File: src/rtl/lsu_ctrl_pkg.sv
// Shared types for the MEM-stage load/store unit.
package lsu_ctrl_pkg;

    // Widest datapath/address the request bundle has to carry; narrower
    // instances zero-extend into it and ignore the upper bits.
    localparam int LSU_XLEN_MAX = 64;
    localparam int LSU_ADDR_MAX = 64;

    // MEM_OP_RSVD is not produced by the decoder; it behaves as a load.
    typedef enum logic [1:0] {
        MEM_OP_NONE  = 2'b00,
        MEM_OP_LOAD  = 2'b01,
        MEM_OP_STORE = 2'b10,
        MEM_OP_RSVD  = 2'b11
    } mem_op_e;

    typedef enum logic [1:0] {
        MEM_SIZE_B = 2'b00,
        MEM_SIZE_H = 2'b01,
        MEM_SIZE_W = 2'b10,
        MEM_SIZE_D = 2'b11
    } mem_size_e;

    typedef enum logic [1:0] {
        LSU_IDLE = 2'b00,
        LSU_BUS  = 2'b01,
        LSU_DONE = 2'b10
    } lsu_state_e;

    typedef logic [4:0] regaddr_t;

    typedef struct packed {
        mem_op_e                  op;
        mem_size_e                size;
        logic                     is_signed;
        logic [LSU_ADDR_MAX-1:0]  addr;
        logic [LSU_XLEN_MAX-1:0]  wdata;
        regaddr_t                 rd_addr;
    } lsu_req_t;

    // Contiguous byte-enable pattern for an access of the given size,
    // before it is shifted to its lane.
    function automatic logic [7:0] lsu_byte_mask(input mem_size_e size);
        logic [7:0] mask;
        case (size)
            MEM_SIZE_B: mask = 8'h01;
            MEM_SIZE_H: mask = 8'h03;
            MEM_SIZE_W: mask = 8'h0F;
            default:    mask = 8'hFF;
        endcase
        return mask;
    endfunction

endpackage

File: src/rtl/lsu_ctrl_align.sv
// Lane steering for the load/store unit: store strobes and replication,
// load lane extraction with sign/zero extension, and the alignment check.
module lsu_ctrl_align
    import lsu_ctrl_pkg::*;
#(
    parameter int XLEN = 32
) (
    input  mem_size_e                      size_i,
    input  logic [$clog2(XLEN/8)-1:0]      offset_i,
    input  logic                           sign_i,
    input  logic [XLEN-1:0]                wdata_i,
    input  logic [XLEN-1:0]                rdata_i,
    output logic [XLEN/8-1:0]              wrstb_o,
    output logic [XLEN-1:0]                wdata_o,
    output logic [XLEN-1:0]                rdata_o,
    output logic                           misalign_o
);

    localparam int STRB_W = XLEN / 8;

    logic [STRB_W-1:0] mask;
    logic [XLEN-1:0]   shifted;

    // Store side: replicate the right-aligned data into every lane and place
    // the strobes; flag any address that is not a multiple of the size.
    always_comb begin
        misalign_o = 1'b0;
        wdata_o    = wdata_i;
        mask       = STRB_W'(lsu_byte_mask(size_i));
        case (size_i)
            MEM_SIZE_B: begin
                wdata_o = {STRB_W{wdata_i[7:0]}};
            end
            MEM_SIZE_H: begin
                misalign_o = offset_i[0];
                wdata_o    = {(XLEN/16){wdata_i[15:0]}};
            end
            MEM_SIZE_W: begin
                misalign_o = |offset_i[1:0];
                wdata_o    = {(XLEN/32){wdata_i[31:0]}};
            end
            default: begin
                // A doubleword only exists on a 64-bit datapath.
                misalign_o = (XLEN != 64) || (|offset_i);
                wdata_o    = wdata_i;
            end
        endcase
        wrstb_o = mask << offset_i;
    end

    // Load side: bring the addressed lane down to bit 0 and extend it.
    always_comb begin
        shifted = rdata_i >> {offset_i, 3'b000};
        rdata_o = shifted;
        case (size_i)
            MEM_SIZE_B: begin
                if (sign_i) rdata_o = XLEN'($signed(shifted[7:0]));
                else        rdata_o = XLEN'(shifted[7:0]);
            end
            MEM_SIZE_H: begin
                if (sign_i) rdata_o = XLEN'($signed(shifted[15:0]));
                else        rdata_o = XLEN'(shifted[15:0]);
            end
            MEM_SIZE_W: begin
                if (sign_i) rdata_o = XLEN'($signed(shifted[31:0]));
                else        rdata_o = XLEN'(shifted[31:0]);
            end
            default: begin
                rdata_o = shifted;
            end
        endcase
    end

endmodule

File: src/rtl/lsu_ctrl.sv
// MEM-stage load/store unit: one outstanding request/ack bus access at a
// time, lane steering, load extension and misalign/bus/timeout faults.
//
//   state    | meaning
//   ---------+--------------------------------------------------------------
//   LSU_IDLE | waiting for a request; misaligned ones go straight to DONE
//   LSU_BUS  | bus_cyc high, waiting for bus_ack or the timeout
//   LSU_DONE | one-cycle retire: response/fault flags presented, stall low
module lsu_ctrl
    import lsu_ctrl_pkg::*;
#(
    parameter int XLEN    = 32,
    parameter int ADDR_W  = 32,
    parameter int TIMEOUT = 255
) (
    input  logic                 clk,
    input  logic                 rst_n,
    input  logic                 req_valid,
    input  logic [1:0]           req_op,
    input  logic [1:0]           req_size,
    input  logic                 req_signed,
    input  logic [ADDR_W-1:0]    req_addr,
    input  logic [XLEN-1:0]      req_wdata,
    input  logic [4:0]           req_rd_addr,
    input  logic                 flush,
    output logic                 stall,
    output logic                 bus_cyc,
    output logic                 bus_we,
    output logic [ADDR_W-1:0]    bus_addr,
    output logic [XLEN-1:0]      bus_wdata,
    output logic [XLEN/8-1:0]    bus_wrstb,
    input  logic                 bus_ack,
    input  logic                 bus_err,
    input  logic [XLEN-1:0]      bus_rdata,
    output logic                 resp_valid,
    output logic                 resp_we,
    output logic [4:0]           resp_rd_addr,
    output logic [XLEN-1:0]      resp_rdata,
    output logic                 exc_misalign,
    output logic                 exc_bus,
    output logic [ADDR_W-1:0]    exc_addr
);

    localparam int STRB_W   = XLEN / 8;
    localparam int OFF_W    = $clog2(STRB_W);
    localparam int TMR_W    = (TIMEOUT > 1) ? $clog2(TIMEOUT) : 1;
    // The timer counts down from TIMEOUT-1 so that terminal count is reached
    // in the TIMEOUT-th bus cycle without an ack.
    localparam int TMR_LOAD = (TIMEOUT > 0) ? TIMEOUT - 1 : 0;

    lsu_state_e         state_q;
    lsu_req_t           req_d, req_q;
    logic [TMR_W-1:0]   tmr_q;
    logic               flush_q;

    logic               bus_cyc_q, bus_we_q;
    logic [ADDR_W-1:0]  bus_addr_q;
    logic [XLEN-1:0]    bus_wdata_q;
    logic [STRB_W-1:0]  bus_wrstb_q;

    logic               resp_valid_q, resp_we_q;
    logic [4:0]         resp_rd_addr_q;
    logic [XLEN-1:0]    resp_rdata_q;
    logic               exc_misalign_q, exc_bus_q;
    logic [ADDR_W-1:0]  exc_addr_q;

    logic               req_go, req_is_store, q_is_store;
    logic               tmo, bus_fault, keep;

    mem_size_e          al_size;
    logic [OFF_W-1:0]   al_off;
    logic [STRB_W-1:0]  al_wrstb;
    logic [XLEN-1:0]    al_wdata, al_rdata;
    logic               al_misalign;

    // Upper bits of the wide request bundle are never used on narrow builds.
    logic               unused_req;
    assign unused_req = ^{req_q.wdata, req_q.addr};

    // Bundle the incoming request.
    always_comb begin
        req_d           = '0;
        req_d.op        = mem_op_e'(req_op);
        req_d.size      = mem_size_e'(req_size);
        req_d.is_signed = req_signed;
        req_d.addr      = LSU_ADDR_MAX'(req_addr);
        req_d.wdata     = LSU_XLEN_MAX'(req_wdata);
        req_d.rd_addr   = req_rd_addr;
    end

    // Handshake terms and the lane-steering input select: in IDLE the aligner
    // looks at the incoming request, afterwards at the latched one.
    always_comb begin
        req_go       = (state_q == LSU_IDLE) && req_valid
                       && (req_d.op != MEM_OP_NONE) && !flush;
        req_is_store = (req_d.op == MEM_OP_STORE);
        q_is_store   = (req_q.op == MEM_OP_STORE);
        tmo          = (TIMEOUT != 0) && (tmr_q == '0);
        bus_fault    = bus_ack ? bus_err : 1'b1;
        keep         = !(flush_q || flush);
        if (state_q == LSU_IDLE) begin
            al_size = req_d.size;
            al_off  = req_addr[OFF_W-1:0];
        end else begin
            al_size = req_q.size;
            al_off  = req_q.addr[OFF_W-1:0];
        end
    end

    lsu_ctrl_align #(
        .XLEN (XLEN)
    ) u_align (
        .size_i     (al_size),
        .offset_i   (al_off),
        .sign_i     (req_q.is_signed),
        .wdata_i    (req_wdata),
        .rdata_i    (bus_rdata),
        .wrstb_o    (al_wrstb),
        .wdata_o    (al_wdata),
        .rdata_o    (al_rdata),
        .misalign_o (al_misalign)
    );

    // Access sequencer: accept, run the bus cycle, retire for one cycle.
    always_ff @(posedge clk or negedge rst_n) begin
        if (!rst_n) begin
            state_q        <= LSU_IDLE;
            req_q          <= '0;
            tmr_q          <= '0;
            flush_q        <= 1'b0;
            bus_cyc_q      <= 1'b0;
            bus_we_q       <= 1'b0;
            bus_addr_q     <= '0;
            bus_wdata_q    <= '0;
            bus_wrstb_q    <= '0;
            resp_valid_q   <= 1'b0;
            resp_we_q      <= 1'b0;
            resp_rd_addr_q <= '0;
            resp_rdata_q   <= '0;
            exc_misalign_q <= 1'b0;
            exc_bus_q      <= 1'b0;
            exc_addr_q     <= '0;
        end else begin
            case (state_q)
                LSU_IDLE: begin
                    if (req_go) begin
                        req_q <= req_d;
                        if (al_misalign) begin
                            state_q        <= LSU_DONE;
                            resp_valid_q   <= 1'b1;
                            resp_rd_addr_q <= req_rd_addr;
                            exc_misalign_q <= 1'b1;
                            exc_addr_q     <= req_addr;
                        end else begin
                            state_q     <= LSU_BUS;
                            bus_cyc_q   <= 1'b1;
                            bus_we_q    <= req_is_store;
                            bus_addr_q  <= {req_addr[ADDR_W-1:OFF_W], {OFF_W{1'b0}}};
                            bus_wdata_q <= req_is_store ? al_wdata : '0;
                            bus_wrstb_q <= req_is_store ? al_wrstb : '0;
                            tmr_q       <= TMR_W'(TMR_LOAD);
                            flush_q     <= 1'b0;
                        end
                    end
                end
                LSU_BUS: begin
                    if (bus_ack || tmo) begin
                        // A flush seen at any point in the bus window keeps
                        // the access from retiring architecturally.
                        state_q        <= LSU_DONE;
                        bus_cyc_q      <= 1'b0;
                        bus_we_q       <= 1'b0;
                        bus_addr_q     <= '0;
                        bus_wdata_q    <= '0;
                        bus_wrstb_q    <= '0;
                        resp_valid_q   <= keep;
                        resp_we_q      <= keep && !bus_fault && !q_is_store;
                        resp_rd_addr_q <= keep ? req_q.rd_addr : '0;
                        resp_rdata_q   <= (keep && !bus_fault && !q_is_store) ? al_rdata : '0;
                        exc_bus_q      <= keep && bus_fault;
                        exc_addr_q     <= (keep && bus_fault) ? req_q.addr[ADDR_W-1:0] : '0;
                    end else begin
                        flush_q <= flush_q || flush;
                        if (TIMEOUT != 0) tmr_q <= tmr_q - TMR_W'(1);
                    end
                end
                LSU_DONE: begin
                    state_q        <= LSU_IDLE;
                    tmr_q          <= '0;
                    flush_q        <= 1'b0;
                    resp_valid_q   <= 1'b0;
                    resp_we_q      <= 1'b0;
                    resp_rd_addr_q <= '0;
                    resp_rdata_q   <= '0;
                    exc_misalign_q <= 1'b0;
                    exc_bus_q      <= 1'b0;
                    exc_addr_q     <= '0;
                end
                default: begin
                    state_q <= LSU_IDLE;
                end
            endcase
        end
    end

    // A flush arriving during the retire cycle still squashes the response.
    assign stall        = req_go || (state_q == LSU_BUS);
    assign bus_cyc      = bus_cyc_q;
    assign bus_we       = bus_we_q;
    assign bus_addr     = bus_addr_q;
    assign bus_wdata    = bus_wdata_q;
    assign bus_wrstb    = bus_wrstb_q;
    assign resp_valid   = resp_valid_q && !flush;
    assign resp_we      = resp_we_q;
    assign resp_rd_addr = resp_rd_addr_q;
    assign resp_rdata   = resp_rdata_q;
    assign exc_misalign = exc_misalign_q;
    assign exc_bus      = exc_bus_q;
    assign exc_addr     = exc_addr_q;

endmodule

File: config.mk
export PLATFORM = sky130hd
export DESIGN_NAME = lsu_ctrl
export DESIGN_NICKNAME = d
export VERILOG_FILES = /design/src/rtl/lsu_ctrl_pkg.sv /design/src/rtl/lsu_ctrl_align.sv /design/src/rtl/lsu_ctrl.sv
export SDC_FILE = /design/constraint.sdc
export NUM_CORES = 1
export LEC_CHECK = 0
export CAP_MARGIN = 20
export CORE_MARGIN = 10
export CORE_UTILIZATION = 35
export CTS_CLUSTER_SIZE = 30
export DETAILED_ROUTE_END_ITERATION = 6
export PLACE_DENSITY_LB_ADDON = 0.05
export SYNTH_ARGS = -nofsm -noshare
export SYNTH_HDL_FRONTEND = slang
export SYNTH_SLANG_ARGS = --single-unit
export TNS_END_PERCENT = 30
File: constraint.sdc
create_clock -name clk -period 2.5 [get_ports clk]
set_clock_uncertainty 0.05 [all_clocks]
set_input_delay 0.5 -clock clk [delete_from_list [all_inputs] [get_ports clk]]
set_output_delay 0.5 -clock clk [all_outputs]
set_load 0.01 [all_outputs]
==> results.json <==
{
  "status": "finished clean",
  "crit_chain": "buf_4, ha_1, buf_4, inv_1, nand2_1, dlygate4sd2_1",
  "finalSetupViolations": 0,
  "synthFlopType": "dfrtp_1",
  "critPathKind": "reg -> out",
  "syn_to_final_growth_pct": 44.6,
  "worstPathRequired_ps": 1950,
  "r2r_start": "state_q[1]",
  "cts_tree": "done",
  "numCtsBuffers": 17,
  "worst-path-buf-inv": 4,
  "via_per_inst": 5.04,
  "synth_top_family_by_area": "compound AO/OA/AOI/OAI gates",
  "numClockSinks": 194,
  "dieArea_sq_um": 32500,
  "cp_top_family": "buffers and inverters",
  "grt_pass1_wl_microns": 45400,
  "gp_congestion": 0.830,
  "drt_iter0_markers": 494,
  "detail-route-antenna-nets": 0,
  "worst_pin_slew_ps": 758,
  "worst-path-stages": 6,
  "synth_fa_ha_area_frac": 0.00836,
  "cts_root_buf": "clkbuf_16",
  "drive_gt1_frac": 0.163,
  "clk_path_buf_depth": 2,
  "synth_largest_area_cell": "dfrtp_1",
  "syn_area_per_cell_sq_um": 11.0,
  "routed_wl_microns": 28300,
  "pin_count": 256,
  "place_area_sq_um": 12300,
  "r2r_cells": 7,
  "clk_pin_slew_ps": 80,
  "crit_path_start_kind": "register",
  "worst_ep_arrival_time_ps": 1860,
  "async_flop_share": 1.00,
  "synthCells": 819,
  "grt_pass1_vias": 7559,
  "hpwl_microns": 20400,
  "total_power_mw": 15.1,
  "synth_area_sq_um": 8980,
  "synth_compound_area_frac": 0.189,
  "fin_ws_ps": 92.7,
  "synth_edf_count": 0,
  "report.final.slew_viol_count": 0,
  "synth-simple-area-share": 0.113,
  "ys_seq_elements": 194,
  "wl_per_cell_microns": 19.6,
  "yosysUniqueCellTypes": 56,
  "irDropWorstVdd_v": 0.000698,
  "cp-endpoint": "stall",
  "maxCapViolCount": 0,
  "num_rows": 58,
  "pre_cts_slack_ps": -193,
  "synth_top_cell_area_share": 0.540,
  "worst_r2r_endpoint": "resp_rdata[16]",
  "antenna_found_initial": 2,
  "die_y_microns": 180,
  "max_clock_freq_mhz": 415,
  "hp-class": "in -> async",
  "overflow": 0,
  "synth_warnings": 0,
  "max_stage_delay_ps": 380,
  "crit_path_end_kind": "output port",
  "synthXorXnorAreaFrac": 0,
  "crit_path_frequent_cell": "buf_4",
  "layout.nets": 1220,
  "rsz0062_at_grt": "yes",
  "synth_mux_area_frac": 0.115,
  "finalCritPeriodShare": 0.963,
  "p_per_area_nw_per_um2": 1160,
  "drc": 0,
  "r2r_slack_ps": 110,
  "port_buffers": 253,
  "start_util": 0.356,
  "gr-usage-all-layers": 0.172,
  "hold_violations": 0,
  "slew-limit-headroom": 0.490,
  "dieWidth_microns": 180,
  "h-tree-depth": 4,
  "clk_latency_ps": 420,
  "crit_fanout": 6,
  "core_area_sq_um": 25300,
  "startpoint": "state_q[0]",
  "hold_ws_ps": 64.3,
  "slowest_stage": "dfrtp_1",
  "p_leak_nw": 5.58,
  "grt_max_degree": 76,
  "period_needed_ps": 2410,
  "final_area_sq_um": 13000,
  "firstDrtPassIters": 4,
  "synth_seq_area_share": 0.540,
  "synth_area_leaders": "dfrtp_1, mux2_2, nand2_1",
  "num_vias": 7293
}
==> what timing repair did <==
| item | in CTS | in global routing |
|---|---|---|
| setup buffers | 0 | 0 |
| setup endpoints to repair | 30 | 49 |
| hold buffers | 0 | 0 |
| resized for setup | 3 | 3 |
==> cell families (layout without fill, tap and decap cells) <==
| family | Yosys count | in the layout |
|---|---|---|
| buf+inv | 66 | 361 |
| other cells | 1 | 4 |
| mux | 88 | 88 |
| simple gates | 213 | 213 |
| fa+ha+maj | 6 | 6 |
| flops | 194 | 194 |
| compound gates | 251 | 251 |
==> final cells by class <==
type | count | area (sq um)
diodes | 2 | 5.00
fillers | 2327 | 12300
clock buffers | 17 | 425
repair buffers | 320 | 3180
flip-flops and latches | 194 | 4850
multi-input cells | 560 | 3890
clock inverters | 15 | 193
well taps | 330 | 413
inverters | 9 | 33.8
==> stage by stage <==
stage               setup TNS [ps]  utilization  std cells
global placement            -14580        0.489       1413
detailed placement          -17050        0.489       1413
global route                  -372        0.514       1445
finish                           0        0.515       1447
floorplan                        0            -        820
CTS                              0        0.514       1445
==> cell usage after synthesis (all sizes together) (3+ instances only) <==
| library cell | n |
|---|---|
| nand2b | 3 |
| o221ai | 8 |
| nor4 | 4 |
| buf | 25 |
| o31ai | 27 |
| and3 | 3 |
| o22a | 3 |
| dfrtp | 194 |
| mux4 | 7 |
| nor3 | 10 |
| nor2 | 24 |
| clkbuf | 32 |
| a21o | 4 |
| nand2 | 114 |
| a22o | 44 |
| o211ai | 7 |
| inv | 9 |
| a22oi | 15 |
| mux2i | 28 |
| nor2b | 41 |
| a21oi | 51 |
| o21ai | 69 |
| o22ai | 4 |
| ha | 6 |
| a2bb2oi | 5 |
| mux2 | 53 |
==> how the worst min path moves through the flow <==
stage | end | depth (start not counted) | slack [ps] | from
global placement | resp_we | 2 | 410 | resp_we
floorplan | bus_addr[10] | 0 | 150 | rst_n
CTS | bus_wdata[19] | 1 | 80 | rst_n
finish | bus_wdata[19] | 1 | 60 | rst_n
detailed placement | resp_we | 2 | 420 | resp_we
global route | bus_wdata[19] | 1 | 90 | rst_n
==> worst reg2reg max path, stage by stage (launching register included) <==
cell and delay (ps):
dfrtp_1 400, inv_1 140, ha_4 230, mux2_2 390
mux2_2 270, a21oi_1 200, o32a_2 410, o211ai_1 150
==> where the power goes <==
part,internal [mW],switching (mW),total (mW),leakage (nW)
sequential,4.25,0.675,4.93,2.51
clock,1.45,1.37,2.82,0.292
combinational,3.67,3.64,7.31,2.78
total,9.36,5.69,15.1,5.58
==> sequential cells by signal, indices dropped and copies added, names as in the netlist, 2 cells and up <==
signal	cells
state_q	2
resp_rdata	32
bus_wrstb	4
req_q	42
bus_wdata	32
resp_rd_addr	5
exc_addr	32
tmr_q	8
bus_addr	30
==> cell usage in the layout (no fill, tap or decap), types with 4 or more instances in the layout <==
cell type        count
nor2_1              24
inv_1                9
o211ai_1             7
a21o_1               4
o22ai_1              4
clkdlybuf4s50_1    251
a2bb2oi_1            5
ha_1                 5
a21oi_1             51
nor3_1               7
clkinv_8             5
nor2b_1             40
o31ai_1             24
buf_4               55
o21ai_0             61
a22o_1              44
nand2_1            113
clkbuf_16           17
o221ai_1             8
mux2_2              53
a22oi_1             15
mux2i_1             26
buf_12              11
dfrtp_1            194
mux4_2               7
o21ai_1              5
==> routing by layer <==
layer | wire (microns) | track usage
met5 | 13 | 0
met4 | 130 | 0.0289
met3 | 1890 | 0.0548
met2 | 12400 | 0.258
met1 | 13900 | 0.239
Note: power is estimated with default switching activity, not from simulation.
